**config.mk**
```make
export PLATFORM = sky130hd
export DESIGN_NAME = demux1x4_8bit_buf
export DESIGN_NICKNAME = d
export VERILOG_FILES = /design/src/rtl/demux_pkg.sv /design/src/rtl/chan_fifo.sv /design/src/rtl/demux1x4_8bit_buf.sv
export SDC_FILE = /design/constraint.sdc
export NUM_CORES = 1
export LEC_CHECK = 0
export ABC_CLOCK_PERIOD_IN_PS = 2100
export BUFFER_PORTS_ARGS = -buffer_cell sky130_fd_sc_hd__buf_2
export CAP_MARGIN = 15
export CORE_AREA = 5 5 74 127
export CTS_BUF_LIST = sky130_fd_sc_hd__clkbuf_8
export CTS_CLUSTER_SIZE = 40
export DETAILED_ROUTE_END_ITERATION = 16
export DIE_AREA = 0 0 79 132
export GPL_TIMING_DRIVEN = 0
export PLACE_DENSITY = 0.76
export SLEW_MARGIN = 10
export SYNTH_ARGS = -nofsm -noshare
export SYNTH_HDL_FRONTEND = slang
export SYNTH_HIERARCHICAL = 1
export SYNTH_SLANG_ARGS = --single-unit
```
**constraint.sdc**
```tcl
create_clock -name clk -period 2.1 [get_ports clk]
set_clock_uncertainty 0.05 [all_clocks]
set_input_delay 0.21 -clock clk [delete_from_list [all_inputs] [get_ports clk]]
set_output_delay 0.21 -clock clk [all_outputs]
set_load 0.03 [all_outputs]
```
**src/rtl/demux_pkg.sv**
```systemverilog
// Shared constants, types and the channel-select decode for the buffered 1-to-4 demultiplexer.
package demux_pkg;

  localparam int NUM_OUT = 4;
  localparam int SEL_W   = 2;
  localparam int DATA_W  = 8;

  typedef logic [SEL_W-1:0]  chan_sel_t;
  typedef logic [DATA_W-1:0] beat_t;

  function automatic logic [NUM_OUT-1:0] sel_onehot(input chan_sel_t sel);
    logic [NUM_OUT-1:0] oh;
    case (sel)
      2'd0:    oh = 4'b0001;
      2'd1:    oh = 4'b0010;
      2'd2:    oh = 4'b0100;
      2'd3:    oh = 4'b1000;
      default: oh = 4'b0000;
    endcase
    return oh;
  endfunction

endpackage

```
**src/rtl/chan_fifo.sv**
```systemverilog
// Per-channel FIFO: power-of-two depth, naturally wrapping pointers, head entry always visible on dout.
module chan_fifo #(
  parameter int WIDTH = 8,
  parameter int DEPTH = 2
) (
  input  logic             clk,
  input  logic             rst,
  input  logic             push,
  input  logic [WIDTH-1:0] din,
  input  logic             pop,
  output logic [WIDTH-1:0] dout,
  output logic             empty,
  output logic             full
);

  localparam int PTR_W = $clog2(DEPTH);
  localparam int CNT_W = $clog2(DEPTH + 1);

  logic [WIDTH-1:0] mem_r [DEPTH];
  logic [PTR_W-1:0] wr_ptr_r;
  logic [PTR_W-1:0] rd_ptr_r;
  logic [CNT_W-1:0] count_r;
  logic             push_s;
  logic             pop_s;

  assign empty = (count_r == CNT_W'(0));
  assign full  = (count_r == CNT_W'(DEPTH));
  assign dout  = mem_r[rd_ptr_r];

  // Qualify requests: a push into a full FIFO or a pop from an empty one is ignored.
  always_comb begin
    push_s = 1'b0;
    pop_s  = 1'b0;
    if (push && !full) begin
      push_s = 1'b1;
    end else begin
      push_s = 1'b0;
    end
    if (pop && !empty) begin
      pop_s = 1'b1;
    end else begin
      pop_s = 1'b0;
    end
  end

  // Storage, pointers and occupancy; a simultaneous push and pop leaves the count unchanged.
  always_ff @(posedge clk) begin
    if (rst) begin
      for (int i = 0; i < DEPTH; i++) begin
        mem_r[i] <= '0;
      end
      wr_ptr_r <= '0;
      rd_ptr_r <= '0;
      count_r  <= '0;
    end else begin
      if (push_s) begin
        mem_r[wr_ptr_r] <= din;
        wr_ptr_r        <= wr_ptr_r + PTR_W'(1);
      end
      if (pop_s) begin
        rd_ptr_r <= rd_ptr_r + PTR_W'(1);
      end
      case ({push_s, pop_s})
        2'b10:   count_r <= count_r + CNT_W'(1);
        2'b01:   count_r <= count_r - CNT_W'(1);
        default: count_r <= count_r;
      endcase
    end
  end

endmodule

```
**src/rtl/demux1x4_8bit_buf.sv**
```systemverilog
// Buffered 1-to-4 demultiplexer: one valid/ready input steered by in_sel into four independent channel FIFOs.
module demux1x4_8bit_buf
  import demux_pkg::*;
#(
  parameter int WIDTH = DATA_W,
  parameter int DEPTH = 2
) (
  input  logic                            clk,
  input  logic                            rst,
  input  logic [WIDTH-1:0]                in_data,
  input  logic [SEL_W-1:0]                in_sel,
  input  logic                            in_valid,
  output logic                            in_ready,
  output logic [NUM_OUT-1:0][WIDTH-1:0]   out_data,
  output logic [NUM_OUT-1:0]              out_valid,
  input  logic [NUM_OUT-1:0]              out_ready,
  output logic [7:0]                      drop_cnt
);

  logic [NUM_OUT-1:0] push_oh_s;
  logic [NUM_OUT-1:0] full_s;
  logic [NUM_OUT-1:0] empty_s;
  logic               in_ready_s;
  logic [7:0]         drop_cnt_r;

  assign in_ready  = in_ready_s;
  assign out_valid = ~empty_s;
  assign drop_cnt  = drop_cnt_r;

  // in_ready depends only on the selected channel's registered full flag, never on out_ready.
  always_comb begin
    in_ready_s = 1'b0;
    push_oh_s  = '0;
    if (full_s[in_sel]) begin
      in_ready_s = 1'b0;
    end else begin
      in_ready_s = 1'b1;
    end
    if (in_valid && in_ready_s) begin
      push_oh_s = sel_onehot(chan_sel_t'(in_sel));
    end else begin
      push_oh_s = '0;
    end
  end

  // Saturating count of stall cycles seen by the producer.
  always_ff @(posedge clk) begin
    if (rst) begin
      drop_cnt_r <= 8'd0;
    end else if (in_valid && !in_ready_s && (drop_cnt_r != 8'hFF)) begin
      drop_cnt_r <= drop_cnt_r + 8'd1;
    end else begin
      drop_cnt_r <= drop_cnt_r;
    end
  end

  for (genvar g = 0; g < NUM_OUT; g++) begin : g_chan
    chan_fifo #(
      .WIDTH (WIDTH),
      .DEPTH (DEPTH)
    ) u_fifo (
      .clk   (clk),
      .rst   (rst),
      .push  (push_oh_s[g]),
      .din   (in_data),
      .pop   (out_ready[g]),
      .dout  (out_data[g]),
      .empty (empty_s[g]),
      .full  (full_s[g])
    );
  end

endmodule

```
Word level (Yosys, flattened, before mapping)
Memory sizes are Yosys's and may differ from the RTL's. A register that Yosys moved wholly into a read port is not among the register bits.
Index checks and enable logic that the tools add are counted.
{"block": "word_totals", "latchBits": 0, "romBits": 0, "regBits": 24, "in_bits": 17, "output_inout_bits": 45, "ram_bits": 64, "elab_cells": 135, "mem_count": 4}
{"memory": "g_chan[0].u_fifo.mem_r", "depth": 2, "width": 8, "rd": 1, "rd_clocked_by_memory_dff": 1, "wr": 2, "line_no": "chan_fifo.sv:19", "rtl": "logic [WIDTH-1:0] mem_r [DEPTH];"}
{"memory": "g_chan[1].u_fifo.mem_r", "depth": 2, "width": 8, "rd": 1, "rd_clocked_by_memory_dff": 1, "wr": 2, "line_no": "chan_fifo.sv:19"}
{"memory": "g_chan[2].u_fifo.mem_r", "depth": 2, "width": 8, "rd": 1, "rd_clocked_by_memory_dff": 1, "wr": 2, "line_no": "chan_fifo.sv:19"}
{"memory": "g_chan[3].u_fifo.mem_r", "depth": 2, "width": 8, "rd": 1, "rd_clocked_by_memory_dff": 1, "wr": 2, "line_no": "chan_fifo.sv:19"}
{"block": "classes", "n_reduce_logical": 32, "eq_ne": 16, "div_mod_pow": 0, "multipliers": 0, "n_lt_le_gt_ge": 1, "shift": 0, "n_bitwise": 1, "add_sub_neg": 17, "mux": 51}
{"operator": "$mux 1", "count": 40}
{"operator": "$mux 8", "count": 4}
{"operator": "$reduce_or 8->1", "count": 4}
{"operator": "$eq 2x2->1 const B", "count": 10}
{"operator": "$pmux 2 s2", "count": 4}
{"operator": "$pmux 4 s4", "count": 1}
{"operator": "$logic_and 1x1->1", "count": 11}
{"operator": "$eq 2x1->1 const B", "count": 5}
{"operator": "$logic_not 2->1", "count": 5}
{"operator": "$add 1x1->1 const B", "count": 8}
{"operator": "$add 2x1->2 const B", "count": 4}
{"operator": "$add 8x1->8 const B", "count": 1}
{"operator": "$logic_not 1->1", "count": 8}
{"operator": "$ne 8x8->1 const B", "count": 1}
{"operator": "$reduce_bool 2->1", "count": 4}
{"operator": "$sub 2x1->2 const B", "count": 4}
{"operator": "$mux 4", "count": 1}
{"operator": "$not 4->4", "count": 1}
{"operator": "$lt 2x3->1 const B", "count": 1}
{"operator": "$bmux 1 s2", "count": 1}

Depth between registers and ports, before layout
{"block": "logic_depth", "word_depth": 13, "depth_mapped": 9, "depth_no_buf": 8}

Cells and area by module
Netlist, hierarchy kept.
{"mod": "chan_fifo at g_chan[1].u_fifo ...", "cells_per_inst": 78, "area_each_um2": 935.9, "instances": 3, "seq_area_each_um2": 580.6}
{"mod": "chan_fifo at g_chan[0].u_fifo", "cells_per_inst": 80, "area_each_um2": 947.2, "instances": 1, "seq_area_each_um2": 580.6}
{"mod": "demux1x4_8bit_buf", "cells_per_inst": 60, "area_each_um2": 504.2, "instances": 1, "seq_area_each_um2": 160.2}

Least setup slack after synthesis
OpenSTA, ideal clock, no wires.
{"block": "synth_path", "path_type": "register to register", "from": "register g_chan[0].u_fifo.count_r[0]", "to": "register g_chan[0].u_fifo.count_r[1]", "setup_ns": 0.070, "required_ns": 1.980, "path_stages_with_launch": 9, "synth_period_minus_slack_ns": 2.055, "arrival_ns": 1.935, "n_path_buf": 1, "path_slack_ns": 0.045, "path_cell_list": "dfxtp_1 or2b_2 inv_2 nor3_1 clkbuf_1 nand2_1 ha_1 or3_1 a21oi_1"}
{"block": "synth_between", "elab_chain_cells": 10, "word_cells_on_any_way": 19, "cone_classes": "2 x add/sub; 3 x eq/ne; 7 x mux; 7 x reduce/logical"}
{"item": "start, declared", "line_no": "chan_fifo.sv:22", "rtl": "logic [CNT_W-1:0] count_r;"}
{"item": "start signal, assigned", "line_no": "chan_fifo.sv:64", "rtl": "2'b10: count_r <= count_r + CNT_W'(1);"}
{"item": "start signal, assigned", "line_no": "chan_fifo.sv:65", "rtl": "2'b01: count_r <= count_r - CNT_W'(1);"}
{"item": "start signal, assigned", "line_no": "chan_fifo.sv:66", "rtl": "default: count_r <= count_r;"}
{"item": "$eq 2x2->1 (*)", "line_no": "chan_fifo.sv:27", "rtl": "assign full = (count_r == CNT_W'(DEPTH));"}
{"item": "net full_s[0]", "line_no": "demux1x4_8bit_buf.sv:21", "rtl": "logic [NUM_OUT-1:0] full_s;"}
{"item": "$bmux 1 s2 (*)", "line_no": "demux1x4_8bit_buf.sv:34", "rtl": "if (full_s[in_sel]) begin"}
{"item": "$mux 1 (not written as such) (*)", "line_no": "demux1x4_8bit_buf.sv:34"}
{"item": "$mux 1 (*)", "line_no": "demux1x4_8bit_buf.sv:34"}
{"item": "$logic_and 1x1->1 (*)", "line_no": "demux1x4_8bit_buf.sv:39", "rtl": "if (in_valid && in_ready_s) begin"}
{"item": "$mux 4 (*)", "line_no": "demux1x4_8bit_buf.sv:39"}
{"item": "net push_oh_s[0]", "line_no": "demux1x4_8bit_buf.sv:20", "rtl": "logic [NUM_OUT-1:0] push_oh_s;"}
{"item": "$logic_and 1x1->1 (*)", "line_no": "chan_fifo.sv:34", "rtl": "if (push && !full) begin"}
{"item": "$mux 1 (*)", "line_no": "chan_fifo.sv:34"}
{"item": "$eq 2x1->1 or $eq 2x2->1 (tied branches)", "line_no": "chan_fifo.sv:63", "rtl": "case ({push_s, pop_s})"}
{"item": "$pmux 2 s2 or $reduce_bool 2->1 (tied branches)"}
The timed path passes the listed nets; every way through them passes the cells marked *. The select of a mux whose other input is x is not followed.
A chain may end at the register's enable or synchronous reset.

Final worst setup path
{"block": "layout_path", "from": "register g_chan[0].u_fifo.count_r[1]", "to": "register drop_cnt_r[5] (netlist: drop_cnt[5])"}
{"block": "layout_between", "elab_chain_cells": 5}
{"item": "$eq 2x2->1", "line_no": "chan_fifo.sv:27"}
{"item": "net full_s[0]", "line_no": "demux1x4_8bit_buf.sv:21"}
{"item": "$bmux 1 s2", "line_no": "demux1x4_8bit_buf.sv:34"}
{"item": "$mux 1 (not written as such)", "line_no": "demux1x4_8bit_buf.sv:34"}
{"item": "$logic_and 1x1->1 (2 in series)", "line_no": "demux1x4_8bit_buf.sv:50", "rtl": "end else if (in_valid && !in_ready_s && (drop_cnt_r != 8'hFF)) begin"}
{"item": "end signal, assigned", "line_no": "demux1x4_8bit_buf.sv:51", "rtl": "drop_cnt_r <= drop_cnt_r + 8'd1;"}
{"item": "end signal, assigned", "line_no": "demux1x4_8bit_buf.sv:53", "rtl": "drop_cnt_r <= drop_cnt_r;"}
{"item": "end, declared", "line_no": "demux1x4_8bit_buf.sv:24", "rtl": "logic [7:0] drop_cnt_r;"}
The timed path passes the listed nets, and every way through them passes these cells. The select of a mux whose other input is x is not followed.

==> flow_summary.json <==
{
  "p_seq_share_pct": 49.0,
  "yosysWarningCount": 6,
  "arrival_ns": 2.20,
  "hpwlAfterDp_um": 6260,
  "area_growth_pct": 16.8,
  "switchingPower_mw": 1.34,
  "cts-htree-levels": 3,
  "cts_tree": "done",
  "ys_top_cells_by_area": "edfxtp_1, dfxtp_1, mux2_2, nor2_1, nand2b_1",
  "netlist_instances": 374,
  "initial_core_util_pct": 51.9,
  "die_h_um": 132,
  "fp.coreArea_um2": 8200,
  "period_share_pct": 94.8,
  "yosys.cell_types.count": 40,
  "maxSlewHeadroom_pct": 65.4,
  "die_width_um": 79,
  "tightest_slew_ns": 0.517,
  "clockBufferDepth": 2,
  "rows": 44,
  "cap_violations": 0,
  "clock_sink_count": 92,
  "path_clk_slew_ns": 0.09,
  "switching_share_pct": 30.4,
  "p_clk_share_pct": 26.8,
  "synth_seq_cells": 92,
  "yosysSeqAreaShare_pct": 58.3,
  "timing.rr.start": "g_chan[0].u_fifo/count_r[1]",
  "netlist.area_leader.share_pct": 45.1,
  "critPathLaunchType": "flip-flop",
  "finalPower_mw": 4.40,
  "portBuffers": 61,
  "num-nets-final": 471,
  "p_int_mw": 3.06,
  "p_per_area_nw_per_um2": 885,
  "endpoint": "drop_cnt[5]",
  "syn_nets": 396,
  "first_pass_iters": 4,
  "reg2reg_to": "drop_cnt[5]",
  "syn_avg_cell_area_um2": 11.4,
  "routedWlPerCell_um": 15.6,
  "critPathKind": "reg -> reg",
  "finalWeightedCongestion": 0.792,
  "layout_min_cycle_time_ns": 1.99,
  "status": "finished, final reports clean",
  "final_layout_size_suffix_gt1_share_pct": 35.2,
  "overflow": 0,
  "finalMaxSlewViolations": 0,
  "die_area_um2": 10400,
  "synth-edff-count": 64,
  "vias": 2941,
  "crit_path_end_kind": "flip-flop",
  "setup_viol": 0,
  "routed_wl_um": 8500,
  "max-vdd-ir-drop_mv": 0.454,
  "grtUsageTotal_pct": 17.4,
  "slowest_stage": "dfxtp_2",
  "final_common_cell": "nor2_1",
  "numCtsBuffers": 9,
  "grt_max_degree": 21,
  "crit_chain": "or2b_2 -> inv_2 -> mux2i_1 -> o22a_1 -> buf_6 -> nor4_2 -> mux2_2",
  "hold_class": "in -> reg",
  "drt_iter0_markers": 135,
  "cts_root_buf": "clkbuf_8",
  "crit_required_ns": 2.31,
  "antenna_cells_inserted": 0,
  "critPathMaxStageDelay_ns": 0.36,
  "worst-path-max-fanout": 10,
  "ff2ff_setup_slack_ns": 0.11,
  "combPwrFrac_pct": 24.2,
  "drc": 0,
  "grt_pass1_vias": 2865,
  "final_cell_mix": "nor2_1, edfxtp_1, buf_2",
  "ant_nets": 0,
  "antenna_found_initial": 0,
  "grt_pass1_wl_um": 14000,
  "hold_violations": 0,
  "synth_ff_type": "edfxtp_1",
  "reg2reg_depth": 7,
  "pin_count": 62,
  "insertion_delay_ns": 0.36,
  "utilization_pct": 60.6,
  "final_area_um2": 4970,
  "synthArstFlopShare_pct": 0,
  "fmax_ghz": 0.502,
  "mappedNetlistArea_um2": 4260,
  "place_area_um2": 4680,
  "finalSetupTns_ns": 0,
  "p_leak_nw": 1.93,
  "startpoint": "g_chan[0].u_fifo/count_r[1]",
  "synth_top_area_cell": "edfxtp_1",
  "viasPerCell": 5.39
}
-- power by group through the flow --
| stage | combinational (mW) | clock, mW | sequential (mW) |
|---|---|---|---|
| after floorplan | 0.796 | 0 | 2.18 |
| after global placement | 1.03 | 0 | 2.18 |
| after detailed placement | 1.05 | 0 | 2.19 |
| after CTS | 1.07 | 1.21 | 2.15 |
| after global routing | 1.17 | 1.29 | 2.17 |
| final | 1.07 | 1.18 | 2.16 |
-- cell usage after synthesis, types with 8 or more instances --
library cell and count:
nand2b_1 34, or3_1 11, o21ai_0 9, nand2_1 15
clkbuf_1 8, edfxtp_1 64, mux2_2 34, inv_1 9
dfxtp_1 28, a21oi_1 10, xnor2_1 8, nor2_2 11
nor2_1 72
-- per-layer routing --
layer	track usage, %	wire [um]	vias up
li1	-	-	1447
met1	19.6	3150	1411
met2	31.3	4760	67
met3	4.04	438	16
met4	6.41	153	0
met5	0	0	-
-- sequential cells by signal, summed over array words and instances, names as in the netlist, named ones only --
| register | count |
|---|---|
| g_chan.u_fifo/count_r | 8 |
| g_chan.u_fifo/rd_ptr_r | 4 |
| g_chan.u_fifo/wr_ptr_r | 4 |
| drop_cnt | 8 |
| g_chan.u_fifo/mem_r | 64 |
-- cell type report --
class	instances	area, um^2
Tap cell	92	115
Inverter	13	48.8
Multi-Input combinational cell	254	1690
Clock buffer	10	138
Fill cell	649	3230
Clock inverter	6	63.8
Timing Repair Buffer	64	328
Sequential cell	92	2490
Buffer	15	98.8
-- per-stage QoR --
step	hold WS (ns)	worst slack, ns	std cells
floorplan	0.387	0.0454	374
global placement	0.441	-0.257	527
detailed placement	0.448	-0.331	527
CTS	0.192	0.0150	544
global route	0.219	-0.00543	546
finish	0.199	0.109	546
-- kinds of logic (layout without fill, tap and decap cells) --
logic type                 after synthesis  after routing  synth area share (%)
AOI/OAI and AO/OA                       33             33                  4.88
xor gates and xnor gates                12             12                  2.47
adders and majority gates                5              5                  1.47
buffers and inverters                   28            108                  3.38
DFF                                     92             92                  58.3
muxes                                   37             37                  9.69
and+or+nand+nor                        167            167                  19.8
-- worst min-delay path by stage --
stage	to	slack [ns]	from	depth (start not counted)
6_report	flip-flop	0.20	out_ready[0]	4
5_1_grt	g_chan[0].u_fifo/mem_r[0][7]	0.22	in_data[7]	3
4_1_cts	flip-flop	0.19	out_ready[0]	4
3_5_place_dp	drop_cnt[7]	0.45	drop_cnt[7]	2
3_3_place_gp	g_chan[0].u_fifo/count_r[1]	0.44	g_chan[0].u_fifo/count_r[1]	2
2_1_floorplan	g_chan[0].u_fifo/mem_r[0][4]	0.39	in_data[4]	2
-- worst max-delay path, delay by kind of cell (launching register included) --
kind | cells | cell delay (ns)
and+or+nand+nor | 2 | 0.55
muxes | 2 | 0.43
DFF | 1 | 0.36
buffers and inverters | 2 | 0.26
AOI/OAI and AO/OA | 1 | 0.23
-- what timing repair did --
| item | in CTS | in global routing |
|---|---|---|
| setup endpoints to repair | 52 | 59 |
| gates resized for setup | 13 | 11 |
| hold buffers | 0 | 0 |
| pin swaps | 0 | 1 |
| cloned | 0 | 0 |
| buffers inserted | 1 | 2 |
Note: power is estimated with default switching activity, not from simulation.
